==> src/rtl/fifo_param_if.sv <==
// Write/read handshake and status bundle for fifo_param; master drives requests, slave is the FIFO.
// Status and data returned on the same bundle; count is sized to hold 0..FIFO_DEPTH.
interface fifo_param_if #(
  parameter int FIFO_WIDTH = 16,
  parameter int FIFO_DEPTH = 8
);
  localparam int CNT_W = $clog2(FIFO_DEPTH + 1);

  logic [FIFO_WIDTH-1:0] data_in;
  logic                  wr_en;
  logic                  rd_en;
  logic [FIFO_WIDTH-1:0] data_out;
  logic                  rd_valid;
  logic                  wr_ack;
  logic                  overflow;
  logic                  underflow;
  logic                  full;
  logic                  empty;
  logic                  almostfull;
  logic                  almostempty;
  logic [CNT_W-1:0]      count;

  modport master (
    output data_in, wr_en, rd_en,
    input  data_out, rd_valid, wr_ack, overflow, underflow,
    input  full, empty, almostfull, almostempty, count
  );

  modport slave (
    input  data_in, wr_en, rd_en,
    output data_out, rd_valid, wr_ack, overflow, underflow,
    output full, empty, almostfull, almostempty, count
  );
endinterface

==> src/rtl/fifo_param.sv <==
// Synchronous FIFO, any depth >= 2; data_out/status pulses one cycle after the deciding edge, flags combinational.
// Writes rejected when full (overflow pulse), reads rejected when empty (underflow pulse); no internal stall.
module fifo_param #(
  parameter int FIFO_WIDTH = 16,
  parameter int FIFO_DEPTH = 8,
  parameter int AF_THRESH  = FIFO_DEPTH - 1,
  parameter int AE_THRESH  = 1
) (
  input  logic         clk,
  input  logic         rst_n,
  fifo_param_if.slave  fifo_if
);

  localparam int PTR_W = $clog2(FIFO_DEPTH);
  localparam int CNT_W = $clog2(FIFO_DEPTH + 1);

  localparam logic [PTR_W-1:0] PTR_LAST = PTR_W'(FIFO_DEPTH - 1);
  localparam logic [CNT_W-1:0] CNT_FULL = CNT_W'(FIFO_DEPTH);
  localparam logic [CNT_W-1:0] CNT_AF   = CNT_W'(AF_THRESH);
  localparam logic [CNT_W-1:0] CNT_AE   = CNT_W'(AE_THRESH);

  logic [FIFO_WIDTH-1:0] mem_q [FIFO_DEPTH];

  logic [PTR_W-1:0]      wr_ptr_q, wr_ptr_d;
  logic [PTR_W-1:0]      rd_ptr_q, rd_ptr_d;
  logic [CNT_W-1:0]      count_q, count_d;
  logic [FIFO_WIDTH-1:0] data_out_q, data_out_d;
  logic                  rd_valid_q, rd_valid_d;
  logic                  wr_ack_q, wr_ack_d;
  logic                  overflow_q, overflow_d;
  logic                  underflow_q, underflow_d;

  logic full_c, empty_c;
  logic wr_acc, rd_acc;

  // Depth need not be a power of two, so wrap is an explicit compare.
  function automatic logic [PTR_W-1:0] ptr_inc(input logic [PTR_W-1:0] ptr);
    return (ptr == PTR_LAST) ? '0 : ptr + PTR_W'(1);
  endfunction

  always_comb begin
    full_c  = (count_q == CNT_FULL);
    empty_c = (count_q == '0);
    wr_acc  = fifo_if.wr_en && !full_c;
    rd_acc  = fifo_if.rd_en && !empty_c;

    wr_ptr_d = wr_acc ? ptr_inc(wr_ptr_q) : wr_ptr_q;
    rd_ptr_d = rd_acc ? ptr_inc(rd_ptr_q) : rd_ptr_q;

    count_d = count_q;
    unique case ({wr_acc, rd_acc})
      2'b10:   count_d = count_q + CNT_W'(1);
      2'b01:   count_d = count_q - CNT_W'(1);
      default: count_d = count_q;
    endcase

    data_out_d  = rd_acc ? mem_q[rd_ptr_q] : data_out_q;
    rd_valid_d  = rd_acc;
    wr_ack_d    = wr_acc;
    overflow_d  = fifo_if.wr_en && full_c;
    underflow_d = fifo_if.rd_en && empty_c;
  end

  always_ff @(posedge clk or negedge rst_n) begin
    if (!rst_n) begin
      wr_ptr_q    <= '0;
      rd_ptr_q    <= '0;
      count_q     <= '0;
      data_out_q  <= '0;
      rd_valid_q  <= 1'b0;
      wr_ack_q    <= 1'b0;
      overflow_q  <= 1'b0;
      underflow_q <= 1'b0;
    end else begin
      wr_ptr_q    <= wr_ptr_d;
      rd_ptr_q    <= rd_ptr_d;
      count_q     <= count_d;
      data_out_q  <= data_out_d;
      rd_valid_q  <= rd_valid_d;
      wr_ack_q    <= wr_ack_d;
      overflow_q  <= overflow_d;
      underflow_q <= underflow_d;
    end
  end

  // Storage is deliberately unreset; empty gating keeps stale words unreachable.
  always_ff @(posedge clk) begin
    if (wr_acc) begin
      mem_q[wr_ptr_q] <= fifo_if.data_in;
    end
  end

  assign fifo_if.data_out    = data_out_q;
  assign fifo_if.rd_valid    = rd_valid_q;
  assign fifo_if.wr_ack      = wr_ack_q;
  assign fifo_if.overflow    = overflow_q;
  assign fifo_if.underflow   = underflow_q;
  assign fifo_if.count       = count_q;
  assign fifo_if.full        = full_c;
  assign fifo_if.empty       = empty_c;
  assign fifo_if.almostfull  = (count_q >= CNT_AF) && !full_c;
  assign fifo_if.almostempty = (count_q <= CNT_AE) && !empty_c;

  a_count_bound: assert property (@(posedge clk) disable iff (!rst_n) count_q <= CNT_FULL);
  a_ptr_bound:   assert property (@(posedge clk) disable iff (!rst_n)
                                  (wr_ptr_q <= PTR_LAST) && (rd_ptr_q <= PTR_LAST));

endmodule
==> src/flat_wrapper.sv <==
// flat-port wrapper written by rule: the top's interface ports become plain ports
module fifo_param_flat 
#(
  parameter int FIFO_WIDTH = 16,
  parameter int FIFO_DEPTH = 8,
  parameter int AF_THRESH  = FIFO_DEPTH - 1,
  parameter int AE_THRESH  = 1
)
  (clk, rst_n, fifo_if_data_in, fifo_if_wr_en, fifo_if_rd_en, fifo_if_data_out, fifo_if_rd_valid, fifo_if_wr_ack, fifo_if_overflow, fifo_if_underflow, fifo_if_full, fifo_if_empty, fifo_if_almostfull, fifo_if_almostempty, fifo_if_count);
  fifo_param_if #(.FIFO_WIDTH(FIFO_WIDTH), .FIFO_DEPTH(FIFO_DEPTH)) fifo_if_i ();
  input  logic clk;
  input  logic rst_n;
  input wire logic [$bits(fifo_if_i.data_in)-1:0] fifo_if_data_in;
  input wire logic [$bits(fifo_if_i.wr_en)-1:0] fifo_if_wr_en;
  input wire logic [$bits(fifo_if_i.rd_en)-1:0] fifo_if_rd_en;
  output wire logic [$bits(fifo_if_i.data_out)-1:0] fifo_if_data_out;
  output wire logic [$bits(fifo_if_i.rd_valid)-1:0] fifo_if_rd_valid;
  output wire logic [$bits(fifo_if_i.wr_ack)-1:0] fifo_if_wr_ack;
  output wire logic [$bits(fifo_if_i.overflow)-1:0] fifo_if_overflow;
  output wire logic [$bits(fifo_if_i.underflow)-1:0] fifo_if_underflow;
  output wire logic [$bits(fifo_if_i.full)-1:0] fifo_if_full;
  output wire logic [$bits(fifo_if_i.empty)-1:0] fifo_if_empty;
  output wire logic [$bits(fifo_if_i.almostfull)-1:0] fifo_if_almostfull;
  output wire logic [$bits(fifo_if_i.almostempty)-1:0] fifo_if_almostempty;
  output wire logic [$bits(fifo_if_i.count)-1:0] fifo_if_count;
  assign fifo_if_i.data_in = fifo_if_data_in;
  assign fifo_if_i.wr_en = fifo_if_wr_en;
  assign fifo_if_i.rd_en = fifo_if_rd_en;
  assign fifo_if_data_out = fifo_if_i.data_out;
  assign fifo_if_rd_valid = fifo_if_i.rd_valid;
  assign fifo_if_wr_ack = fifo_if_i.wr_ack;
  assign fifo_if_overflow = fifo_if_i.overflow;
  assign fifo_if_underflow = fifo_if_i.underflow;
  assign fifo_if_full = fifo_if_i.full;
  assign fifo_if_empty = fifo_if_i.empty;
  assign fifo_if_almostfull = fifo_if_i.almostfull;
  assign fifo_if_almostempty = fifo_if_i.almostempty;
  assign fifo_if_count = fifo_if_i.count;
  fifo_param #(.FIFO_WIDTH(FIFO_WIDTH), .FIFO_DEPTH(FIFO_DEPTH), .AF_THRESH(AF_THRESH), .AE_THRESH(AE_THRESH)) u_core (.clk(clk), .rst_n(rst_n), .fifo_if(fifo_if_i));
endmodule
==> config.mk <==
export PLATFORM = sky130hd
export DESIGN_NAME = fifo_param_flat
export DESIGN_NICKNAME = d
export VERILOG_FILES = /design/src/rtl/fifo_param_if.sv /design/src/rtl/fifo_param.sv /design/src/flat_wrapper.sv
export SDC_FILE = /design/constraint.sdc
export NUM_CORES = 1
export LEC_CHECK = 0
export CAP_MARGIN = 20
export CORE_AREA = 2 2 114 116
export DETAILED_ROUTE_END_ITERATION = 6
export DIE_AREA = 0 0 116 118
export GPL_TIMING_DRIVEN = 0
export PLACE_DENSITY = 0.71
export SYNTH_ARGS = -nofsm -noshare
export SYNTH_HDL_FRONTEND = slang
export SYNTH_SLANG_ARGS = --single-unit
export TNS_END_PERCENT = 5
==> constraint.sdc <==
create_clock -name clk -period 3 [get_ports clk]
set_input_delay 0.3 -clock clk [delete_from_list [all_inputs] [get_ports clk]]
set_output_delay 0.3 -clock clk [all_outputs]
set_load 0.01 [all_outputs]
Word level (Yosys, flattened, before mapping)
Memories as Yosys holds them, arrays and structs flattened. A register that Yosys moved wholly into a read port is not among the register bits. Index checks and enable logic that the tools add are counted.

Add/subtract/negate cells: 4. $lt $le $gt $ge: 2. Eq/ne operators: 5. Mux-type cells: 5. Reductions and logical operators: 11.

Operator list (count): case mux 4 bit (2 select lines) (1); adder 3 x 1 -> 3 bit, second input constant (2); equality test 3 bit, second input constant (2); logical AND 1 bit (6); two-way mux 3 bit (2); adder 4 x 1 -> 4 bit, second input constant (1); equality test 4 bit, second input constant (1); greater-or-equal comparator 4 x 3 -> 1 bit, second input constant (1); <= comparator 4 x 1 -> 1 bit, second input constant (1); logical NOT 4 bit (1); subtractor 4 x 1 -> 4 bit, second input constant (1); logical NOT 1 bit (3); equality test 2 x 1 -> 1 bit, second input constant (1); equality test 2 bit, second input constant (1); two-way mux 1 bit (2); nonzero test 2 bit (1).

Register bits: 14. Memory bits (writable): 128. Input port bits: 20. Output and inout port bits: 28. Memories kept: 1.

Memories: u_core.mem_q (depth 8, width 16, read ports 1, clocked after memory_dff 1, wr ports 1, line fifo_param.sv:22) `logic [FIFO_WIDTH-1:0] mem_q [FIFO_DEPTH];`.

Depth between registers and ports, before layout
Gate-level depths: netlist of the first run.

Word-level depth: 5. Gate-level depth with buffers: 10. Mapped depth without buffers: 9.

Worst setup path after synthesis of the first run
No wires, ideal clock.

Kind: reg-to-reg. Start: register u_core.count_q[0] (netlist: u_core.fifo_if.count[0]). End: memory u_core.mem_q[0][0] (enable). Setup time: 430 ps. Data arrival time: 2686 ps. Required time: 2570 ps. Slack: -116 ps. Cell stages (with the launch flop): 6. Clock period less this slack: 3116 ps. Cells stage by stage: dfrtp_1 inv_1 ha_1 nand3b_1 nand2_1 nor4_1.

Word-level cells in the longest chain between the ends: 5.

RTL lines: from (decl) (line fifo_param.sv:26) `logic [CNT_W-1:0] count_q, count_d;`; from (signal assigned) (line fifo_param.sv:77) `count_q <= count_d;`; equality test 4 bit (line fifo_param.sv:42) `full_c = (count_q == CNT_FULL);`; logical NOT 1 bit (line fifo_param.sv:44) `wr_acc = fifo_if.wr_en && !full_c;`; logical AND 1 bit (line fifo_param.sv:44); two-way mux 1 bit (line fifo_param.sv:88) `if (wr_acc) begin`; two-way mux 1 bit (implied by the code) (line fifo_param.sv:89) `mem_q[wr_ptr_q] <= fifo_if.data_in;`; to (decl) (line fifo_param.sv:22).

No other way between the ends.

Worst setup path in the final report of the first run
Start: register u_core.count_q[0] (netlist: u_core.fifo_if.count[0]). End: output fifo_if_empty.

Word-level cells in the longest chain between the ends: 1.

RTL lines: logical NOT 4 bit (line fifo_param.sv:43) `empty_c = (count_q == '0);`; to (decl) (line flat_wrapper.sv:22) `output wire logic [$bits(fifo_if_i.empty)-1:0] fifo_if_empty;`.

No other way between the ends.

==> flow_metrics.env, run 1 <==
export IMPL_synth_top_area_cell="edfxtp_1"
export IMPL_place_area_sq_mm=0.00718
export IMPL_cts_max_level=4
export IMPL_yosys_warnings=0
export IMPL_antenna_found_initial=0
export IMPL_yosysMostFrequentCell="edfxtp_1"
export IMPL_start_kind="flop"
export IMPL_synth_compound_area_share_pct=8.67
export IMPL_intPower_mw=5.43
export IMPL_synth_top_family_by_area="multiplexers"
export IMPL_clkPwrFrac_pct=27.8
export IMPL_cts_reportedPaths_clkPinSlew_ns=0.06
export IMPL_wl_per_cell_um=21.1
export IMPL_vdd_drop_max_v=0.000531
export IMPL_die_w_um=116
export IMPL_vias=3482
export IMPL_synthAdderAreaFrac_pct=1.77
export IMPL_num_rows=41
export IMPL_worstPathRequired_ns=2.70
export IMPL_maxCapViolCount=0
export IMPL_track_usage_pct=20.5
export IMPL_clock_skew_ns=0.00772
export IMPL_dp_hpwl_um=8610
export IMPL_dieHeight_um=118
export IMPL_grt_ovfl_total=0
export IMPL_hold_viol_final=0
export IMPL_cts_sinks=158
export IMPL_seq_area_frac_synth_pct=72.4
export IMPL_numPortBuffers=47
export IMPL_clockRootBuffer="clkbuf_16"
export IMPL_hold_path_class="input port to asynchronous set/reset pin"
export IMPL_synth_seq_cells=158
export IMPL_gp_congestion=0.790
export IMPL_die_area_sq_mm=0.0137
export IMPL_cp_slowest_cell="clkdlybuf4s50_1"
export IMPL_setup_viol=0
export IMPL_syn_avg_cell_area_sq_um=17.3
export IMPL_cp_arrival_ns=2.41
export IMPL_synth_area_leaders="edfxtp_1 61%, dfrtp_1 12%, mux2_2 6.4%"
export IMPL_clk_path_buf_depth=2
export IMPL_end_kind="output port"
export IMPL_p_seq_share_pct=39.4
export IMPL_drcViolationCount=0
export IMPL_cts_buffers_inserted=17
export IMPL_grt_max_degree=31
export IMPL_regArea_sq_mm=0.00459
export IMPL_synthSimpleGateAreaFrac_pct=2.72
export IMPL_antenna_left=0
export IMPL_worst_slew_pin_slew_ns=1.06
export IMPL_period_share_pct=90.5
export IMPL_synth_top_area_share_pct=60.5
export IMPL_yosys_cell_types_count=31
export IMPL_finalInstanceArea_sq_mm=0.00780
export IMPL_ioPinCount=48
export IMPL_nets=471
export IMPL_totalWireLength_um=13200
export IMPL_rsz0062_at_grt="no"
export IMPL_crit_type="flop to output port"
export IMPL_grt_first_pass_wirelength_um=20100
export IMPL_synth_area_mux_share_pct=11.8
export IMPL_cp_cell_sequence="inv_1 -> ha_1 -> nor3b_1 -> clkbuf_4 -> clkdlybuf4s50_1"
export IMPL_insertedDiodeCount=0
export IMPL_synth_edf_count=128
export IMPL_path_max_fanout=19
export IMPL_clk_latency_ns=0.42
export IMPL_drt_initial_drc_count=255
export IMPL_synth_cells=368
export IMPL_slew_violations=0
export IMPL_syn_num_nets=397
export IMPL_fmaxAchievable_mhz=368
export IMPL_holdWs_ns=0.485
export IMPL_start_util_pct=51.1
export IMPL_core_area_sq_mm=0.0124
export IMPL_avgViaCountPerCell=5.55
export IMPL_switching_share_pct=30.8
export IMPL_power_density_mw_per_mm2=1010
export IMPL_ys_top_cells_by_count="128 x edfxtp_1, 36 x mux2_2, 33 x mux2i_1"
export IMPL_synth_area_sq_mm=0.00635
export IMPL_switchingPower_mw=2.41
export IMPL_n_fill_cell=919
export IMPL_synth_xor_area_share_pct=0.552
export IMPL_synth_ff_type="edfxtp_1"
export IMPL_grt_pass1_vias=3490
export IMPL_cts_tree="built"
export IMPL_synthArstFlopShare_pct=19.0
export IMPL_area_delta_synth_final_pct=22.8
export IMPL_drive_gt1_share_pct=24.8
export IMPL_leakagePower_nw=2.81
export IMPL_status="finished, final reports clean"
export IMPL_power_frac_comb_pct=32.8
export IMPL_fin_crit_ns=2.71
export IMPL_drt_first_pass_iters=5
export IMPL_crit_path_max_incr_delay_ns=0.59
export IMPL_slew_limit_headroom_pct=29.2
export IMPL_multi_input_area_sq_mm=0.00166
## cell families (layout without fill, tap and decap cells)
family          count (synthesis)  count (layout)
fa+ha+maj                       9               9
buf+inv                        25             112
flops                         158             158
xor+xnor                        4               4
compound gates                 70              70
simple gates                   32              32
mux                            70              70
## repair_timing
action	4_1_cts	5_1_grt
buffers inserted	0	0
hold buffers	1	0
hold endpoints to repair	30	0
setup endpoints to repair	0	1
resized for setup	0	1
## cells in the final DEF (no fill, tap or decap), drive strengths merged, types with 6 or more instances in the layout
cell,netlist,routed
clkdlybuf4s50,0,46
clkbuf,5,27
buf,13,20
o21ai,21,21
inv,7,7
o22ai,16,16
mux2,37,37
o31ai,16,16
ha,9,9
edfxtp,128,128
clkinv,0,6
nor2,8,8
a22o,16,16
mux2i,33,33
dfrtp,30,30
## final timing paths
path                                                           end  slack (ns)  depth (start not counted)                               startpoint
hold / removal                     u_core.fifo_if.wr_ack$_DFF_PN0_        0.48                          2                                    rst_n
setup reg to reg                      u_core.mem_q[2][4]$_DFFE_PP_        0.29                          6      u_core.fifo_if.count[0]$_DFFE_PN0P_
min in group clk                 u_core.fifo_if.overflow$_DFF_PN0_        0.51                          2                            fifo_if_wr_en
hold reg to reg            u_core.fifo_if.data_out[10]$_DFFE_PN0P_        0.53                          2  u_core.fifo_if.data_out[10]$_DFFE_PN0P_
max in group asynchronous   u_core.fifo_if.data_out[9]$_DFFE_PN0P_        2.04                          2                                    rst_n
setup / recovery                                     fifo_if_empty        0.29                          5      u_core.fifo_if.count[0]$_DFFE_PN0P_
## sequential cells by signal, indices dropped and copies added, names as in the netlist, 3 cells and up
| signal | cells |
|---|---|
| u_core.wr_ptr_q | 3 |
| u_core.mem_q | 128 |
| u_core.fifo_if.data_out | 16 |
| u_core.rd_ptr_q | 3 |
| u_core.fifo_if.count | 4 |
## metal layers
metal  part of all wire, %  global-route usage [%]  routed length, um
met1                    44                    27.8               5840
met2                    51                    32.9               6690
met3                   3.7                    4.17                496
met4                   1.6                    7.66                214
met5                     0                       0                  0
## power by group through the flow
stage	clock, mW	combinational [mW]	sequential [mW]
5_1_grt	2.31	2.77	3.13
4_1_cts	2.21	2.60	3.09
3_5_place_dp	0	2.59	3.13
6_report	2.18	2.57	3.09
3_3_place_gp	0	2.45	3.11
2_1_floorplan	0	1.55	3.13
## worst max-delay path, delay by kind of cell, from the launching register on
kind | cells | cell delay, ns
flip-flops | 1 | 0.46
adder cells (fa/ha/maj) | 1 | 0.21
AND/OR/NAND/NOR | 1 | 0.25
buffers and inverters | 3 | 1.06
## metrics by stage
step | power (mW) | TNS [ns] | std cells | util [%] | setup WS [ns]
final | 7.84 | 0 | 627 | 62.8 | 0.285
after global routing | 8.22 | 0 | 627 | 62.8 | 0.0989
after CTS | 7.90 | 0 | 628 | 62.8 | 0.0246
after detailed placement | 5.72 | 0 | 595 | 57.9 | 0.360
after global placement | 5.55 | -56.09 | 587 | 56.7 | -0.858
after floorplan | 4.68 | 0 | 368 | - | 0.284
## area by class of cell
type,instances,share of cell area [%]
inverter,7,0.337
clock buffer,21,6.03
clock inverter,11,1.78
buffer,17,1.40
tap,172,2.76
multi-input combinational,185,21.3
sequential,158,58.9
timing repair buffer,56,7.49
Note: power is estimated with default switching activity, not from simulation.
==> inputs of run 2 (changes only) <==
--- a/config.mk
+++ b/config.mk
@@ -6,11 +6,11 @@
 export NUM_CORES = 1
 export LEC_CHECK = 0
 export CAP_MARGIN = 20
-export CORE_AREA = 2 2 114 116
+export CORE_AREA = 2 2 106 108
 export DETAILED_ROUTE_END_ITERATION = 6
-export DIE_AREA = 0 0 116 118
+export DIE_AREA = 0 0 108 110
 export GPL_TIMING_DRIVEN = 0
-export PLACE_DENSITY = 0.71
+export PLACE_DENSITY = 0.78
 export SYNTH_ARGS = -nofsm -noshare
 export SYNTH_HDL_FRONTEND = slang
 export SYNTH_SLANG_ARGS = --single-unit
==> constraint.sdc (replaced) <==
create_clock -name clk -period 3.35 [get_ports clk]
set_input_delay 0.335 -clock clk [delete_from_list [all_inputs] [get_ports clk]]
set_output_delay 0.335 -clock clk [all_outputs]
set_load 0.01 [all_outputs]
==> run 2 against run 1 <==
Hold slack got worse by 0.053 ns. Critical path depth is 1 higher. Final area decreased by 1.1%. Sequential share of layout area rose by 0.67 points. Non-clock buffer count rose by 2. Worst setup slack worse by 0.057 ns. First-iteration DRC count is 47% higher. Core utilization is 9.3 points higher. Final cell count is 4.8% lower. Largest power group unchanged.
==> flow_metrics.env, run 2 (synthesis gave the netlist of run 1 again) <==
export IMPL_status="finished, final reports clean"
export IMPL_slew_violations=0
export IMPL_cp_arrival_ns=2.79
export IMPL_regMostFlops="u_core.mem_q"
export IMPL_dieHeight_um=110
export IMPL_cts_sinks=158
export IMPL_crit_path_max_incr_delay_ns=0.59
export IMPL_finalPower_mw=6.93
export IMPL_vias=3611
export IMPL_setup_viol=0
export IMPL_fmaxAchievable_mhz=320
export IMPL_drt_initial_drc_count=376
export IMPL_grt_pass1_vias=3622
export IMPL_drt_first_pass_iters=5
export IMPL_crit_buf_inv=4
export IMPL_core_area_sq_mm=0.0107
export IMPL_worst_slew_pin_slew_ns=0.954
export IMPL_fin_crit_ns=3.12
export IMPL_largest_reg_flops=128
export IMPL_vdd_drop_max_v=0.000434
export IMPL_cts_tree="built"
export IMPL_slew_limit_headroom_pct=36.1
export IMPL_gp_congestion=0.758
export IMPL_area_delta_synth_final_pct=21.4
export IMPL_crit_top_cell="buf_2"
export IMPL_power_density_mw_per_mm2=898
export IMPL_cts_resized=0
export IMPL_insertedDiodeCount=0
export IMPL_end_kind="output port"
export IMPL_antenna_left=0
export IMPL_clk_path_buf_depth=2
export IMPL_worstPathRequired_ns=3.01
export IMPL_gr_usage_met2_pct=38.9
export IMPL_cts_reportedPaths_clkPinSlew_ns=0.06
export IMPL_cp_cell_sequence="inv_1 -> ha_1 -> nor3b_1 -> buf_2 -> buf_2 -> clkdlybuf4s50_1"
export IMPL_crit_type="flop to output port"
export IMPL_cp_top_family="buffers and inverters"
export IMPL_grt_first_pass_wirelength_um=20600
export IMPL_cts_buffers_inserted=17
export IMPL_drive_gt1_share_pct=24.7
export IMPL_num_rows=38
export IMPL_hold_viol_final=0
export IMPL_clockRootBuffer="clkbuf_8"
export IMPL_path_max_fanout=10
export IMPL_start_util_pct=59.4
export IMPL_groute_layer_met3_usage_pct=6.76
export IMPL_cp_slowest_cell="clkdlybuf4s50_1"
export IMPL_ioPinCount=48
export IMPL_track_usage_pct=24.8
export IMPL_die_area_sq_mm=0.0119
export IMPL_nets=473
export IMPL_clk_latency_ns=0.51
export IMPL_drcViolationCount=0
export IMPL_finalInstanceArea_sq_mm=0.00771
export IMPL_cts_max_level=4
export IMPL_maxCapViolCount=0
export IMPL_grt_ovfl_total=0
export IMPL_layout_commonest_cell="edfxtp_1"
export IMPL_dp_hpwl_um=8530
export IMPL_grt_met1_usage_pct=33.6
export IMPL_most_common_layout_cells="128 x edfxtp_1, 46 x clkdlybuf4s50_1, 36 x mux2_2, 33 x mux2i_1, 30 x dfrtp_1"
export IMPL_hold_path_class="input port to asynchronous set/reset pin"
export IMPL_rsz0062_at_grt="no"
export IMPL_antenna_found_initial=0
export IMPL_start_kind="flop"
export IMPL_clock_skew_ns=0.00582
export IMPL_place_area_sq_mm=0.00713
export IMPL_grt_max_degree=31
export IMPL_period_share_pct=93.2
export IMPL_leakagePower_nw=2.80
export IMPL_numPortBuffers=47
export IMPL_busiest_layer="met2"
export IMPL_wl_per_cell_um=22.7
export IMPL_avgViaCountPerCell=6.05
export IMPL_totalWireLength_um=13500
export IMPL_die_w_um=108
==> run 2: path summary, 6_finish.rpt <==
kind,start,to,slack (ns),depth (start not counted)
min in group clk,fifo_if_wr_en,u_core.fifo_if.overflow$_DFF_PN0_,0.44,2
min,rst_n,u_core.fifo_if.data_out[9]$_DFFE_PN0P_,0.43,2
max in group asynchronous,rst_n,u_core.fifo_if.data_out[2]$_DFFE_PN0P_,2.42,2
min reg2reg,u_core.fifo_if.data_out[15]$_DFFE_PN0P_,u_core.fifo_if.data_out[15]$_DFFE_PN0P_,0.53,2
max reg2reg,u_core.fifo_if.count[0]$_DFFE_PN0P_,u_core.mem_q[6][7]$_DFFE_PP_,0.70,6
max,u_core.fifo_if.count[0]$_DFFE_PN0P_,fifo_if_empty,0.23,6
==> run 2: repair_timing <==
item	4_1_cts	5_1_grt
endpoints found under the hold margin	30	0
hold buffers	1	0
setup buffers	0	0
==> run 2: worst reg2reg max path: stages (launching register included) <==
cell and delay [ns]:
dfrtp_1 0.48, inv_1 0.10, ha_1 0.25, nand3b_1 0.16, nand2_1 0.27, nor3_2 0.82
buf_6 0.27
==> run 2: cell type report <==
class                           instances  area (sq um)
Tap cell                              140           175
Sequential cell                       158          4590
Fill cell                             674          2990
Multi-Input combinational cell        185          1650
Buffer                                 18           111
Clock inverter                         14           150
Clock buffer                           18           418
Timing Repair Buffer                   57           584
Inverter                                7          26.3
==> run 2: metal layers <==
metal / up-vias / part of all wire (%)
met3: 21 / 6.9
met4: 0 / 1.7
li1: 1604 / -
met1: 1846 / 42
met5: - / 0
met2: 140 / 49
==> run 2: power by group <==
part | internal (mW) | leakage (nW) | total, mW | switching, mW
clock network | 1.12 | 0.287 | 1.83 | 0.705
registers | 2.54 | 1.52 | 2.76 | 0.221
logic | 1.09 | 0.993 | 2.34 | 1.24
total | 4.76 | 2.80 | 6.93 | 2.17
==> run 2: metrics by stage <==
step                      util (%)  TNS, ns  hold WS (ns)  cells  setup WS, ns
final                         72.1        0         0.432    597         0.228
after global routing          72.1        0         0.434    597        0.0676
after floorplan                  -        0        0.0394    368         0.234
after global placement        65.4   -54.78         0.515    555         -1.39
after detailed placement      66.7        0         0.456    564         0.737
after CTS                     72.1        0         0.429    597         0.233
